--- config.mk ---
export PLATFORM = sky130hd
export DESIGN_NAME = uart_rx
export DESIGN_NICKNAME = d
export VERILOG_FILES = /design/src/rtl/uart_pkg.sv /design/src/rtl/uart_sync.sv /design/src/rtl/uart_rx.sv
export SDC_FILE = /design/constraint.sdc
export NUM_CORES = 1
export LEC_CHECK = 0
export ABC_AREA = 1
export CORE_MARGIN = 5
export CORE_UTILIZATION = 61
export CTS_CLUSTER_SIZE = 25
export DETAILED_ROUTE_END_ITERATION = 16
export GPL_TIMING_DRIVEN = 0
export PLACE_DENSITY = 0.81
export SYNTH_ARGS = -nofsm -noshare
export SYNTH_HDL_FRONTEND = slang
export SYNTH_HIERARCHICAL = 1
export SYNTH_SLANG_ARGS = --single-unit
--- constraint.sdc ---
create_clock -name clk_i -period 5.3 [get_ports clk_i]
set_input_delay 0.53 -clock clk_i [delete_from_list [all_inputs] [get_ports clk_i]]
set_output_delay 0.53 -clock clk_i [all_outputs]
set_load 0.05 [all_outputs]
--- src/rtl/uart_pkg.sv ---
// Shared UART definitions used by both the receive and transmit sides.
//   UART_DATA_BITS    : payload bits per frame
//   UART_BAUD_DIV_MIN : smallest legal baud divisor (bit period = div + 2)
//   uart_rx_state_t   : receiver FSM state encoding
package uart_pkg;

   localparam int unsigned UART_DATA_BITS    = 8;
   localparam int unsigned UART_BAUD_DIV_MIN = 2;

   typedef enum logic [2:0] {
      IDLE,
      START,
      DATA,
      STOP,
      WAIT_HI
   } uart_rx_state_t;

endpackage

--- src/rtl/uart_sync.sv ---
// Flop-chain synchroniser for an asynchronous single-bit input.
//   clk_i  : destination clock
//   rst_i  : synchronous active-high reset; every stage resets to 1 (idle line level)
//   data_i : asynchronous input
//   data_o : synchronised output, STAGES cycles behind data_i
module uart_sync #(
   parameter int unsigned STAGES = 2
) (
   input  logic clk_i,
   input  logic rst_i,
   input  logic data_i,
   output logic data_o
);

   logic [STAGES-1:0] sync_q;

   // Shift chain; reset high so a reset never looks like a start edge.
   always_ff @(posedge clk_i) begin
      if (rst_i) begin
         sync_q <= '1;
      end else begin
         sync_q <= {sync_q[STAGES-2:0], data_i};
      end
   end

   assign data_o = sync_q[STAGES-1];

endmodule

--- src/rtl/uart_rx.sv ---
// 8N1 LSB-first UART receiver with 3-sample majority vote around mid-bit.
//   clk_i       : system clock
//   rst_i       : synchronous active-high reset
//   data_i      : serial line, idle high, asynchronous to clk_i
//   baud_div_i  : bit period divisor, period = baud_div_i + 2 (latched at start detect)
//   data_o      : last good byte, held until the next good byte
//   valid_o     : one-cycle pulse when data_o is updated
//   frame_err_o : one-cycle pulse when the stop bit votes low
//   busy_o      : high whenever the receiver is not in IDLE
module uart_rx
   import uart_pkg::*;
#(
   parameter int unsigned SYNC_STAGES = 2
) (
   input  logic                      clk_i,
   input  logic                      rst_i,
   input  logic                      data_i,
   input  logic [31:0]               baud_div_i,
   output logic [UART_DATA_BITS-1:0] data_o,
   output logic                      valid_o,
   output logic                      frame_err_o,
   output logic                      busy_o
);

   localparam int unsigned CNT_W     = 33;
   localparam int unsigned BIT_CNT_W = $clog2(UART_DATA_BITS);

   uart_rx_state_t            state_q, state_d;
   logic [BIT_CNT_W-1:0]      bit_cnt_q, bit_cnt_d;
   logic [UART_DATA_BITS-1:0] shift_q;
   logic [31:0]               div_q;
   logic [CNT_W-1:0]          cnt_q;
   logic [CNT_W-1:0]          period_c;
   logic [CNT_W-1:0]          mid_c;
   logic                      rx_s;
   logic                      samp0_q, samp1_q;
   logic                      vote_c;
   logic                      tick_c;
   logic                      valid_d, ferr_d;
   logic                      shift_en_c;
   logic                      latch_div_c;

   uart_sync #(
      .STAGES (SYNC_STAGES)
   ) u_sync (
      .clk_i  (clk_i),
      .rst_i  (rst_i),
      .data_i (data_i),
      .data_o (rx_s)
   );

   // Period and mid-point in 33 bits so a full-scale divisor cannot overflow.
   assign period_c = CNT_W'(div_q) + CNT_W'(2);
   assign mid_c    = period_c >> 1;
   assign tick_c   = (cnt_q == mid_c + CNT_W'(1));
   assign vote_c   = (samp0_q & samp1_q) | (samp0_q & rx_s) | (samp1_q & rx_s);

   // Next-state and pulse decode.
   always_comb begin
      state_d     = state_q;
      bit_cnt_d   = bit_cnt_q;
      valid_d     = 1'b0;
      ferr_d      = 1'b0;
      shift_en_c  = 1'b0;
      latch_div_c = 1'b0;
      case (state_q)
         IDLE: begin
            if (!rx_s) begin
               state_d     = START;
               latch_div_c = 1'b1;
            end
         end
         START: begin
            if (tick_c) begin
               if (vote_c) begin
                  state_d = IDLE;
               end else begin
                  state_d   = DATA;
                  bit_cnt_d = '0;
               end
            end
         end
         DATA: begin
            if (tick_c) begin
               shift_en_c = 1'b1;
               bit_cnt_d  = bit_cnt_q + BIT_CNT_W'(1);
               if (bit_cnt_q == BIT_CNT_W'(UART_DATA_BITS - 1)) begin
                  state_d = STOP;
               end
            end
         end
         STOP: begin
            // Return to IDLE at the stop mid-point so a start edge half a bit later is caught.
            if (tick_c) begin
               if (vote_c) begin
                  valid_d = 1'b1;
                  state_d = IDLE;
               end else begin
                  ferr_d  = 1'b1;
                  state_d = WAIT_HI;
               end
            end
         end
         WAIT_HI: begin
            if (rx_s) begin
               state_d = IDLE;
            end
         end
         default: begin
            state_d = IDLE;
         end
      endcase
   end

   // State register and registered outputs.
   always_ff @(posedge clk_i) begin
      if (rst_i) begin
         state_q     <= IDLE;
         bit_cnt_q   <= '0;
         data_o      <= '0;
         valid_o     <= 1'b0;
         frame_err_o <= 1'b0;
         busy_o      <= 1'b0;
      end else begin
         state_q     <= state_d;
         bit_cnt_q   <= bit_cnt_d;
         valid_o     <= valid_d;
         frame_err_o <= ferr_d;
         busy_o      <= (state_d != IDLE);
         if (valid_d) begin
            data_o <= shift_q;
         end
      end
   end

   // Divisor latch and per-bit sample counter; counter idles at 0 outside a frame.
   always_ff @(posedge clk_i) begin
      if (rst_i) begin
         div_q <= '0;
         cnt_q <= '0;
      end else begin
         if (latch_div_c) begin
            div_q <= baud_div_i;
         end
         if (state_q == IDLE || state_q == WAIT_HI) begin
            cnt_q <= '0;
         end else if (cnt_q == period_c - CNT_W'(1)) begin
            cnt_q <= '0;
         end else begin
            cnt_q <= cnt_q + CNT_W'(1);
         end
      end
   end

   // Capture samples at M-1 and M; third sample is live rx_s at M+1. LSB first, so shift right.
   always_ff @(posedge clk_i) begin
      if (rst_i) begin
         samp0_q <= 1'b1;
         samp1_q <= 1'b1;
         shift_q <= '0;
      end else begin
         if (cnt_q == mid_c - CNT_W'(1)) begin
            samp0_q <= rx_s;
         end
         if (cnt_q == mid_c) begin
            samp1_q <= rx_s;
         end
         if (shift_en_c) begin
            shift_q <= {vote_c, shift_q[UART_DATA_BITS-1:1]};
         end
      end
   end

endmodule

# Word level (Yosys, flattened, before mapping)
# Index checks and enable logic that the tools add are counted.
[word_totals]
reg_bits = 94
output_inout_bits = 11
[op_classes]
add_sub_neg = 6
n_eq_ne = 12
muxes = 21
bitwise = 7
reduce_logical = 7
[op_table]
columns = ["cell", "n"]
rows = [
  ["$eq A33 B33 Y1", 3],
  ["$add A32 B1 Y33 const B", 1],
  ["$add A32 B2 Y33 const B", 1],
  ["$add A33 B1 Y33 const B", 1],
  ["$eq A33 B32 Y1", 1],
  ["$sub A32 B1 Y33 const B", 1],
  ["$sub A33 B1 Y33 const B", 1],
  ["$mux W3", 10],
  ["$pmux W3 S5", 1],
  ["$mux W1", 8],
  ["$eq A3 B2 Y1 const B", 2],
  ["$eq A3 B3 Y1 const B", 2],
  ["$ne A2 B2 Y1 const B", 3],
  ["$pmux W3 S2", 1],
  ["$reduce_or A3 Y1", 2],
  ["$reduce_and A4 Y1", 1],
  ["$add A3 B1 Y3 const B", 1],
  ["$and A1 B1 Y1", 3],
  ["$eq A3 B1 Y1 const B", 1],
  ["$logic_not A3 Y1", 1],
  ["$reduce_bool A3 Y1", 1],
  ["$mux W2", 1],
  ["$not A1 Y1", 2],
  ["$or A1 B1 Y1", 2],
  ["other kinds (2)", 2],
]

# Logic depth before layout (Yosys ltp)
# Gate-level depths: netlist (run 1).
[logic_depth]
word_depth = 7
ltp_mapped = 24

# Cells and area by module
# The synthesis (run 1) kept the hierarchy.
[by_module_without_submodules]
columns = ["module", "n_inst", "cells_per_inst", "area_per_inst_um2", "seq_area_each_um2"]
rows = [
  ["uart_rx", 1, 1474, 8550.7, 1841.8],
  ["uart_sync", 1, 7, 58.8, 40.0],
]

# Worst setup path after synthesis (run 1)
# No wires, ideal clock.
[synth_path]
path_type = "flip-flop to flip-flop"
startpoint = "reg div_q[1]"
endpoint = "reg shift_q[0]"
setup_time_ns = 0.116
t_arrival_ns = 2.977
t_required_ns = 5.184
slack_ns = 2.207
stages_incl_launch_ff = 20
n_path_buf = 0
cell_sequence = "dfxtp_1 -> inv_2 -> ha_1 -> or2_2 -> nor2_1 -> nand2_1 -> nor2_1 -> nand2_1 -> nor2_2 -> nand2_2 -> nor2_1 -> nand3_1 -> nand2_1 -> nand2_1 -> nor2_1 -> nand3_2 -> nor2_8 -> nand2_1 -> o21ai_0 -> nor2_1"
[synth_via]
elab_chain_len = 5
[synth_lines]
columns = ["item", "line_no", "source"]
rows = [
  ["from (decl)", "uart_rx.sv:31", "logic [31:0] div_q;"],
  ["from (signal assigned)", "uart_rx.sv:143", "div_q <= baud_div_i;"],
  ["$add A32 B2 Y33", "uart_rx.sv:53", "assign period_c = CNT_W'(div_q) + CNT_W'(2);"],
  ["$add A32 B1 Y33", "uart_rx.sv:55", "assign tick_c = (cnt_q == mid_c + CNT_W'(1));"],
  ["$eq A33 B33 Y1", "uart_rx.sv:55", ""],
  ["$mux W1", "uart_rx.sv:84", "if (tick_c) begin"],
  ["$mux W1", "uart_rx.sv:66", "case (state_q)"],
  ["to (signal assigned)", "uart_rx.sv:169", "shift_q <= {vote_c, shift_q[UART_DATA_BITS-1:1]};"],
  ["to (decl)", "uart_rx.sv:30", "logic [UART_DATA_BITS-1:0] shift_q;"],
]
# Every way passes these cells.
# A chain may end at the register's enable or synchronous reset.

# Worst setup path in the final report (run 1)
[layout_path]
startpoint = "reg div_q[1]"
endpoint = "reg shift_q[5]"
# The elaborated chain is that of the path after synthesis.

==> impl_metrics.ini, run 1 <==
[outcome]
outcome = complete, no violations

[run]
maxCapViolations = 0

[setup_path]
reg2reg_setup_slack_ns = 1.16
crit_fanout = 10
path_class = register to register
crit_start = div_q[1]$_SDFFE_PP0P_
critPathCaptureType = register
worstPathRequired_ns = 5.55
reg2reg_depth = 17
cp.arrival_ns = 4.40
r2r_start = div_q[1]$_SDFFE_PP0P_
startpoint_type = register

[global_route]
antenna_found_initial = 0
grt_pass1_wl_um = 43300
grt_max_degree = 20
grt_use_total_pct = 33.1
overflow = 0
grt_pass1_vias = 8400

[final_layout]
syn2layout_area_growth_pct = 11.3
layout-drive-gt1-share_pct = 7.20
n_antenna_cell = 0
nets = 1579
final_core_util_pct = 69.0
multi_input_area_mm2 = 0.00594
seq_area_mm2 = 0.00188
final_cell_mix = 451 x nand2_1, 236 x nor2_1, 168 x inv_1, 104 x nand3_1, 94 x dfxtp_1
layout_commonest_cell = nand2_1
nFillCells = 1330

[floorplan]
start_util_pct = 62.0
die_w_um = 129
die_area_mm2 = 0.0166
core.rowCount = 43
core_mm2 = 0.0139
die_h_um = 129
pin_count = 46

[power]
vdd_ir_drop_max_v = 0.000150
leakage_nw = 4.11
power_density_mw_per_mm2 = 188
finalPower_mw = 1.80

[cts]
cts_hold_buf = 0
cts_tree = built
clock_path_buffers = 2
clk_pin_slew_ns = 0.08
cts_setup_buffers = 0
ctsHtreeMaxLevel = 3
cts_inserted_buffers = 9
cts.sinks = 94
cts_resized = 0
clock_latency_ns = 0.36
clockRootBuffer = clkbuf_16

[synthesis]
synthTopCellsByArea = dfxtp_1 22%, nand2_1 20%, nor2_1 10%
yosys_warnings = 6
avgSynthCellArea_um2 = 5.81
yosysSeqAreaShare_pct = 21.9
synth_top_area_share_pct = 21.9
synth_area_mm2 = 0.00861
ys_ff_latch = 94
syn-instance-count = 1481
synth_cell_types = 40
syn_nets = 1523
synth.largest_area_cell = dfxtp_1

[sta]
hold_viol = 0
max_freq_ghz = 0.241
fin_skew_ns = 0.00662
whs_ns = 0.426
rsz0062_at_grt = false
setup_viol = 0
finalCritPeriodShare_pct = 78.2
post-route-min-period_ns = 4.14
worst_pin_slew_ns = 0.756
relSlewSlack_pct = 49.1
final.setup.tns_ns = 0
slew_viol_final = 0

[place]
io_buffers = 45
place.gp.congestion = 0.972
dpl.hpwl_um = 22700

[route]
drt_iter0_markers = 983
drc_errors = 0
via_per_inst = 5.52
wire_per_inst_um = 16.0
ant_nets = 0
first_pass_iters = 13
drt_wl_total_um = 27500
vias = 9500

[worst_hold_path]
min_from = u_sync/sync_q[0]$_SDFF_PP1_
hp-class = register to register
min_path_cells = 2
-- where the power goes --
part	internal (mW)	switching (mW)	total, mW
combinational	0.133	0.267	0.400
sequential	0.723	0.0211	0.744
clock	0.334	0.324	0.659
total	1.19	0.612	1.80
-- state kept, by name (all words and copies together), names as in the netlist, 2 cells and up --
| name | flops |
|---|---|
| data_o | 8 |
| shift_q | 8 |
| cnt_q | 33 |
| bit_cnt_q | 3 |
| state_q | 3 |
| div_q | 32 |
| u_sync/sync_q | 2 |
-- cell type report --
class	count	area share, %
timing repair buffer	45	4.70
sequential	94	19.6
tap	180	2.35
inverter	176	6.96
multi-input combinational	1189	62.0
clock buffer	9	2.35
buffer	22	1.29
clock inverter	7	0.757
-- cell families after synthesis --
logic type      Yosys count  share of synthesized area (%)
compound gates          121                           7.37
xor+xnor                109                           11.3
buf+inv                 198                           9.18
flops                    94                           21.9
fa+ha+maj                 7                           1.02
simple gates            952                           49.2
-- cell usage after synthesis (all sizes together) --
cell type / count
nand3: 112
a21oi: 48
nand2: 483
clkinv: 3
xnor2: 14
o21a: 1
inv: 173
a21o: 1
nor3: 36
o2111ai: 2
o21ai: 63
xnor3: 1
buf: 6
o211ai: 3
o22ai: 2
dfxtp: 94
nand4: 31
nand3b: 5
or2: 4
xor2: 94
nor4: 12
clkbuf: 16
nor2: 269
o21bai: 1
ha: 7
-- worst max-delay path: stages (launching register included) --
cell and delay, ns:
dfxtp_1 0.57, ha_1 0.42, nand2_2 0.17, nor2_4 0.18
nand2_2 0.10, nor2_4 0.20, nand2_1 0.07, nand2_1 0.28
xor2_1 0.50, o21ai_0 0.32, nand2_1 0.15, nand4_1 0.10
nor2_1 0.16, nand2_2 0.10, nor2_8 0.20, nand2_1 0.18
o21ai_0 0.23, nor2_1 0.06
-- per-stage QoR --
step                      std cells  area (µm²)  worst slack, ns
final                          1722        9580             1.16
after floorplan                1481        8610             2.21
after CTS                      1722        9580             1.24
after global routing           1722        9580            0.857
after global placement         1706        9290             1.26
after detailed placement       1706        9290             1.28
-- worst paths after layout --
| path | end |
|---|---|
| setup / recovery | shift_q[5]$_SDFFE_PP0P_ |
| hold / removal | u_sync/sync_q[1]$_SDFF_PP1_ |
| setup reg to reg | shift_q[5]$_SDFFE_PP0P_ |
| hold reg to reg | u_sync/sync_q[1]$_SDFF_PP1_ |
-- per-layer routing --
layer	global-route usage [%]	part of all wire [%]	vias to the layer above
li1	-	-	4780
met1	46.5	44	4205
met2	50.2	43	441
met3	5.31	9.4	74
met4	14.1	4.2	0
met5	0	0	-
(Power assumes the default switching activity.)
==> run 2: changes to the inputs <==
CORE_UTILIZATION = 56   (was 61)
PLACE_DENSITY = 0.78   (was 0.81)
clock period = 3.4 ns   (was 5.3 ns; I/O delays follow)
==> impl_metrics.ini, run 2 (synthesis gave the netlist of run 1 again) <==
[global_route]
grt_pass1_vias = 8736
use_met3_pct = 5.89
overflow = 0
grt_use_met1_pct = 42.5
grt_max_degree = 20
antenna_found_initial = 0
use_met2_pct = 48.7
grt_pass1_wl_um = 44100
busiest_layer = met2
grt_use_total_pct = 31.1

[final_layout]
layout_commonest_cell = nand2_1
regMostFlops = cnt_q
top_regs = cnt_q x33, div_q x32
final_cell_mix = 413 x nand2_1, 190 x nor2_1, 168 x inv_1, 99 x nand3_1, 90 x dfxtp_1
final_core_util_pct = 69.5
syn2layout_area_growth_pct = 22.4
n_antenna_cell = 0
layout-drive-gt1-share_pct = 16.3
nets = 1618
largest_reg_flops = 33

[route]
drc_errors = 0
via_per_inst = 5.58
vias = 9863
wire_per_inst_um = 16.5
drt_iter0_markers = 909
drt_wl_total_um = 29100
first_pass_iters = 6
ant_nets = 0

[setup_path]
startpoint_type = register
critical-path-top-delay-family = simple AND/OR/NAND/NOR gates
critical_path.slowest_cell = dfxtp_4
path_class = register to register
reg2reg_setup_slack_ns = 0.07
crit_chain = buf_4 -> nand2_1 -> nor2_4 -> buf_6 -> clkbuf_2 -> nand3_1 -> nand2_1 -> nand2_4 -> nor2_4 -> nand3_2 -> nor2_4 -> nand2_1 -> xor2_1 -> o21ai_0 -> nor2_1 -> nand3_1 -> nor2_1 -> nand3_2 -> nand2_4 -> clkbuf_16 -> nor2_1
rr_endpoint = cnt_q[10]$_SDFF_PP0_
cp.arrival_ns = 3.58
reg2reg_depth = 21
r2r_start = div_q[2]$_SDFFE_PP0P_
crit_fanout = 6
critPathCaptureType = register
critPathMaxStageDelay_ns = 0.40
cp_num_buf_inv = 4
worstPathRequired_ns = 3.65

[cts]
cts_inserted_buffers = 9
cts_tree = built
cts.sinks = 94
clock_path_buffers = 2
ctsHtreeMaxLevel = 3
clk_pin_slew_ns = 0.07
clockRootBuffer = clkbuf_16
clock_latency_ns = 0.36

[place]
post-place-ws_ns = -0.613
dpl.hpwl_um = 23100
io_buffers = 45
place.gp.congestion = 0.974

[power]
leakage_nw = 4.39
finalPower_mw = 2.94
power_density_mw_per_mm2 = 279
vdd_ir_drop_max_v = 0.000279

[sta]
relSlewSlack_pct = 43.7
worst_pin_slew_ns = 0.837
post-route-min-period_ns = 3.33
max_freq_ghz = 0.300
slew_viol_final = 0
setup_viol = 0
whs_ns = 0.414
finalCritPeriodShare_pct = 98.0
fin_skew_ns = 0.0121
final.setup.tns_ns = 0
timing.final.ws_setup_ns = 0.0695
hold_viol = 0

[worst_hold_path]
hp-class = register to register
min_to = u_sync/sync_q[1]$_SDFF_PP1_
min_from = u_sync/sync_q[0]$_SDFF_PP1_
min_path_cells = 2

[outcome]
outcome = complete, no violations

[run]
maxCapViolations = 0

[floorplan]
core.rowCount = 45
die_area_mm2 = 0.0180
pin_count = 46
core_mm2 = 0.0151
die_h_um = 134
start_util_pct = 56.8
die_w_um = 134
-- run 2: worst max path at each step --
stage                                from  cells after the start                      end  slack, ns
global route        div_q[3]$_SDFFE_PP0P_                     24     cnt_q[24]$_SDFF_PP0_      -0.07
detailed placement  div_q[1]$_SDFFE_PP0P_                     20     cnt_q[12]$_SDFF_PP0_      -0.61
global placement    div_q[1]$_SDFFE_PP0P_                     20     cnt_q[12]$_SDFF_PP0_      -0.63
floorplan           div_q[1]$_SDFFE_PP0P_                     19  shift_q[0]$_SDFFE_PP0P_       0.31
CTS                 div_q[2]$_SDFFE_PP0P_                     18     cnt_q[12]$_SDFF_PP0_      0.002
finish              div_q[2]$_SDFFE_PP0P_                     21     cnt_q[10]$_SDFF_PP0_       0.07
-- run 2: layout make-up --
cell class                 instances  area [µm²]
timing repair buffer              83         756
clock inverter                     7        75.1
buffer                            22         135
fill                            1366        4610
sequential                        94        1890
tap                              188         235
multi-input combinational       1190        6540
inverter                         176         672
clock buffer                       9         225
-- run 2: what timing repair did --
item | in CTS | in global routing
gates cloned | 1 | 3
buffers inserted | 7 | 28
resized for setup | 39 | 134
pin swaps | 4 | 40
hold buffers | 0 | 0
endpoints found under the setup margin | 60 | 59
-- run 2: report_power, final --
| group | internal, mW | switching (mW) | leakage, nW |
|---|---|---|---|
| registers | 1.13 | 0.0327 | 0.764 |
| logic | 0.266 | 0.486 | 3.48 |
| clock network | 0.521 | 0.507 | 0.144 |
-- run 2: tightest hold or removal path, stage by stage (launching register included) --
cell     delay [ns]
dfxtp_1        0.31
inv_1          0.03
nand2_1        0.05
-- run 2: stage by stage --
step / instances / instance area [µm²]
2_1_floorplan: 1481 / 8610
3_3_place_gp: 1714 / 9300
3_5_place_dp: 1714 / 9300
4_1_cts: 1738 / 9800
5_1_grt: 1769 / 10500
6_report: 1769 / 10500
-- run 2: layer usage --
metal,vias up,part of all wire [%]
met3,73,9.1
met4,0,3.9
li1,4866,-
met1,4479,43
met5,-,0
met2,445,44
